### src/rtl/dm_arbiter.sv
// Two-port arbiter for the single-port data memory: port 0 (CPU MEM stage) has
// fixed priority, and a saturating starvation counter forces a port-1 grant.
module dm_arbiter #(
    parameter int unsigned ADDR_W     = 14,
    parameter int unsigned DATA_W     = 32,
    parameter int unsigned STARVE_MAX = 4
) (
    input  logic                  clk,
    input  logic                  rst,
    input  logic                  m0_req,
    input  logic [DATA_W/8-1:0]   m0_web,
    input  logic [ADDR_W-1:0]     m0_addr,
    input  logic [DATA_W-1:0]     m0_din,
    output logic                  m0_gnt,
    output logic                  m0_rvalid,
    output logic [DATA_W-1:0]     m0_dout,
    input  logic                  m1_req,
    input  logic [DATA_W/8-1:0]   m1_web,
    input  logic [ADDR_W-1:0]     m1_addr,
    input  logic [DATA_W-1:0]     m1_din,
    output logic                  m1_gnt,
    output logic                  m1_rvalid,
    output logic [DATA_W-1:0]     m1_dout,
    output logic                  DM_CS,
    output logic [DATA_W/8-1:0]   DM_WEB,
    output logic [ADDR_W-1:0]     DM_A,
    output logic [DATA_W-1:0]     DM_DI,
    input  logic [DATA_W-1:0]     DM_DO
);

    localparam int unsigned WEB_W = DATA_W / 8;
    localparam int unsigned CNT_W = $clog2(STARVE_MAX + 1);

    typedef enum logic [1:0] {
        OWN_NONE = 2'd0,
        OWN_M0   = 2'd1,
        OWN_M1   = 2'd2
    } owner_t;

    owner_t             r_rd_owner;
    owner_t             w_rd_owner_nxt;
    logic [CNT_W-1:0]   r_starve_cnt;
    logic [CNT_W-1:0]   w_starve_cnt_nxt;
    logic               w_m0_gnt;
    logic               w_m1_gnt;
    logic               w_starved;

    // Port 1 wins only when port 0 is idle or port 1 has waited long enough.
    assign w_starved = (r_starve_cnt == CNT_W'(STARVE_MAX));
    assign w_m0_gnt  = !rst && m0_req && (!m1_req || !w_starved);
    assign w_m1_gnt  = !rst && m1_req && (!m0_req || w_starved);

    assign m0_gnt = w_m0_gnt;
    assign m1_gnt = w_m1_gnt;

    always_comb begin
        DM_CS  = 1'b0;
        DM_WEB = {WEB_W{1'b1}};
        DM_A   = '0;
        DM_DI  = '0;
        if (w_m0_gnt) begin
            DM_CS  = 1'b1;
            DM_WEB = m0_web;
            DM_A   = m0_addr;
            DM_DI  = m0_din;
        end else if (w_m1_gnt) begin
            DM_CS  = 1'b1;
            DM_WEB = m1_web;
            DM_A   = m1_addr;
            DM_DI  = m1_din;
        end
    end

    always_ff @(posedge clk) begin
        if (rst) begin
            r_rd_owner   <= OWN_NONE;
            r_starve_cnt <= '0;
        end else begin
            r_rd_owner   <= w_rd_owner_nxt;
            r_starve_cnt <= w_starve_cnt_nxt;
        end
    end

    // Next read owner and starvation count; writes and idle cycles clear the owner.
    always_comb begin
        w_rd_owner_nxt   = OWN_NONE;
        w_starve_cnt_nxt = '0;
        if (w_m0_gnt && (&m0_web)) begin
            w_rd_owner_nxt = OWN_M0;
        end else if (w_m1_gnt && (&m1_web)) begin
            w_rd_owner_nxt = OWN_M1;
        end
        if (m1_req && !w_m1_gnt) begin
            w_starve_cnt_nxt = w_starved ? r_starve_cnt : r_starve_cnt + CNT_W'(1);
        end
    end

    // A reset in the return cycle suppresses the pending read data.
    assign m0_rvalid = !rst && (r_rd_owner == OWN_M0);
    assign m1_rvalid = !rst && (r_rd_owner == OWN_M1);
    assign m0_dout   = m0_rvalid ? DM_DO : '0;
    assign m1_dout   = m1_rvalid ? DM_DO : '0;

endmodule

### config.mk
export PLATFORM = sky130hd
export DESIGN_NAME = dm_arbiter
export DESIGN_NICKNAME = d
export VERILOG_FILES = /design/src/rtl/dm_arbiter.sv
export SDC_FILE = /design/constraint.sdc
export NUM_CORES = 1
export LEC_CHECK = 0
export BUFFER_PORTS_ARGS = -buffer_cell sky130_fd_sc_hd__buf_2
export CAP_MARGIN = 25
export CORE_AREA = 2 2 98 100
export CTS_BUF_LIST = sky130_fd_sc_hd__clkbuf_16
export DETAILED_ROUTE_END_ITERATION = 10
export DIE_AREA = 0 0 100 102
export HOLD_SLACK_MARGIN = 0.1
export PLACE_DENSITY = 0.51
export RECOVER_POWER = 25
export SLEW_MARGIN = 40
export SYNTH_ARGS = -nofsm -noshare
export SYNTH_HDL_FRONTEND = slang
export SYNTH_SLANG_ARGS = --single-unit
### constraint.sdc
create_clock -name clk -period 1.6 [get_ports clk]
set_clock_uncertainty 0.1 [all_clocks]
set_input_delay 0.32 -clock clk [delete_from_list [all_inputs] [get_ports clk]]
set_output_delay 0.32 -clock clk [all_outputs]
set_load 0.1 [all_outputs]
==> out/results.ini <==
[critical_path]
cp.arrival_ns=1.68
critPathMaxFanout=6
slowest_stage=dfxtp_2
crit_type=reg -> out
slowest_delay_ns=0.31
setup.worst_path.end_class=primary output
crit_chain=inv_2 -> ha_4 -> nand2_4 -> a21oi_4 -> buf_6 -> clkbuf_16 -> a22o_4 -> buf_12
cp-start-kind=register
required_ns=1.18

[die]
die_area_um2=10200
io_pins=255
die_h_um=102
die_w_um=100
start_util=0.1332
num_rows=35
coreArea_um2=9109

[global_route]
top_usage_layer=met2
grt_first_pass_wirelength_um=15610
grt_max_degree=19
use_met3=0.05951
grt_use_met1=0.1897
antenna_found_initial=3
grtUsageMet2=0.4142
grt_pass1_vias=2790
grt_overflow=0
grt_usage=0.1989

[synth]
ys_seq_elements=5
synth_area_um2=1214
ys_seq_area_frac=0.08247
yosysUniqueCellTypes=23
syn_avg_cell_area_um2=7.139
ys_warn_count=0
synth_cells=170
syn-num-nets=308

[detailed_routing]
dr.pass1.iters=4
wl_um=10930
drcViolationCount=0
routedWlPerCell_um=18.82
viasPerCell=4.401
vias=2557
drtIter0Drc=42
drtAntennaViolNets=0

[finish]
final_common_cell=buf_2
nFillCells=665
fin_util=0.6640
drive_above_1_share=0.9593
final_cell_mix=buf_2 (134), buf_12 (131), and2_4 (64), a22o_4 (46), buf_6 (17)
syn_to_final_growth_pct=398.4
finalNetCount=606

[power_and_ir_drop]
peakVddDrop_mv=0.4251
powerDensity_nw_per_um2=366.4
power.total_uw=2216
p_leak_uw=0.002833

[cts]
cts_made_buffers=3
cts_tree=built
root_buffer=clkbuf_16
clk_pin_slew_ns=0.03
clock_path_buffers=2
clock-sinks=5
worstSkewPairLatency_ns=0.23
htree_levels=1
cts_hold_buf=0

[sta]
finalCriticalPeriod_ns=2.102
slew_headroom=0.8020
finalSetupViolCount=119
finalMaxSlewViolations=0
rsz0062_at_grt=yes
hold_viol=0
fmax_mhz=475.6
final.setup.worst_slack_ns=-0.5024
post-route-period-util=1.314
worst_pin_slew_ns=0.2962

[placed_design]
place_ws_ns=-0.3192
hpwlAfterDp_um=8248
place_congestion=0.7607
portBuffers=254

[run_status]
failed_checks=setup timing
outcome=complete, but fails checks

[flow_run]
maxCapViolCount=0

[min_path]
worstHoldPathType=in -> reg

[kinds of logic (layout without fill, tap and decap cells)]
group                      count (synthesis)  in the layout  synth area share
and+or+nand+nor                           81             81            0.4052
AOI/OAI and AO/OA                         56             56            0.3794
muxes                                      1              1          0.008248
buffers and inverters                     25            322            0.1041
adders and majority gates                  2              2           0.02062
DFF                                        5              5           0.08248
other                                      0              3                 0
[power by group]
part           internal [µW]  switching (µW)
registers                127            1.14
logic                    721             962
clock network            324            80.4
[metrics by stage]
step | TNS, ns | cell area [µm²] | hold WS (ns) | std cells
after floorplan | -10.56 | 1997 | 0.2884 | 170
after global placement | -24.41 | 5214 | 0.3890 | 536
after detailed placement | -27.04 | 5214 | 0.3989 | 536
after CTS | -43.61 | 5956 | 0.2831 | 572
after global routing | -46.47 | 6048 | 0.3025 | 581
final | -40.17 | 6048 | 0.2848 | 581
[flip-flops by register name (all words and copies together), names as in the netlist]
name / cells
r_rd_owner: 2
r_starve_cnt: 3
[cell usage after synthesis (all sizes together)]
cell type | instances | area (µm²)
clkbuf | 6 | 22.52
nand2 | 3 | 11.26
dfxtp | 5 | 100.1
and2 | 64 | 400.4
o21bai | 1 | 7.510
inv | 9 | 33.78
a31oi | 4 | 25.02
a21oi | 1 | 5.000
nor2b | 1 | 6.260
mux2i | 1 | 10.01
nand4b | 1 | 8.760
nor3b | 3 | 22.52
nand2b | 1 | 6.260
buf | 10 | 70.06
o21ai | 4 | 20.02
a22o | 46 | 402.9
nand3 | 1 | 5.000
nand4 | 2 | 12.51
nor2 | 5 | 18.77
ha | 2 | 25.02
[layout make-up]
| cell class | count | area (µm²) | share of cell area |
|---|---|---|---|
| tap | 111 | 138.9 | 0.02296 |
| clock buffer | 3 | 75.07 | 0.01241 |
| antenna | 3 | 7.507 | 0.001241 |
| sequential | 5 | 105.1 | 0.01738 |
| multi-input combinational | 140 | 1739 | 0.2875 |
| inverter | 9 | 41.29 | 0.006827 |
| timing repair buffer | 309 | 3938 | 0.6510 |
| clock inverter | 1 | 3.754 | 0.0006206 |
[worst max-delay path: cells and delay by family, from the launching register on]
| family | cells | cell delay [ns] |
|---|---|---|
| buffers and inverters | 4 | 0.55 |
| AOI/OAI and AO/OA | 2 | 0.34 |
| DFF | 1 | 0.31 |
| adders and majority gates | 1 | 0.16 |
| and+or+nand+nor | 1 | 0.07 |
[what timing repair did]
item,CTS,global route
resized for setup,50,12
buffers inserted,20,7
endpoints found under the hold margin,0,0
cloned,12,6
setup endpoints to repair,118,119
pin swaps,41,21
[metal layers]
metal	routed length, µm	vias up
met3	978	12
li1	-	1206
met5	0	-
met4	226	0
met2	6371	162
met1	3356	1177
[final timing paths]
path,slack (ns),cells past startpoint,to,start
worst min-delay path,0.28,3,r_rd_owner[0],m0_web[1]
worst min register to register,0.40,2,r_starve_cnt[0],r_starve_cnt[0]
worst max register to register,-0.07,9,r_rd_owner[1],r_starve_cnt[1]
worst max-delay path,-0.50,8,DM_A[10],r_starve_cnt[1]
Power figures use the tool's default switching activity.
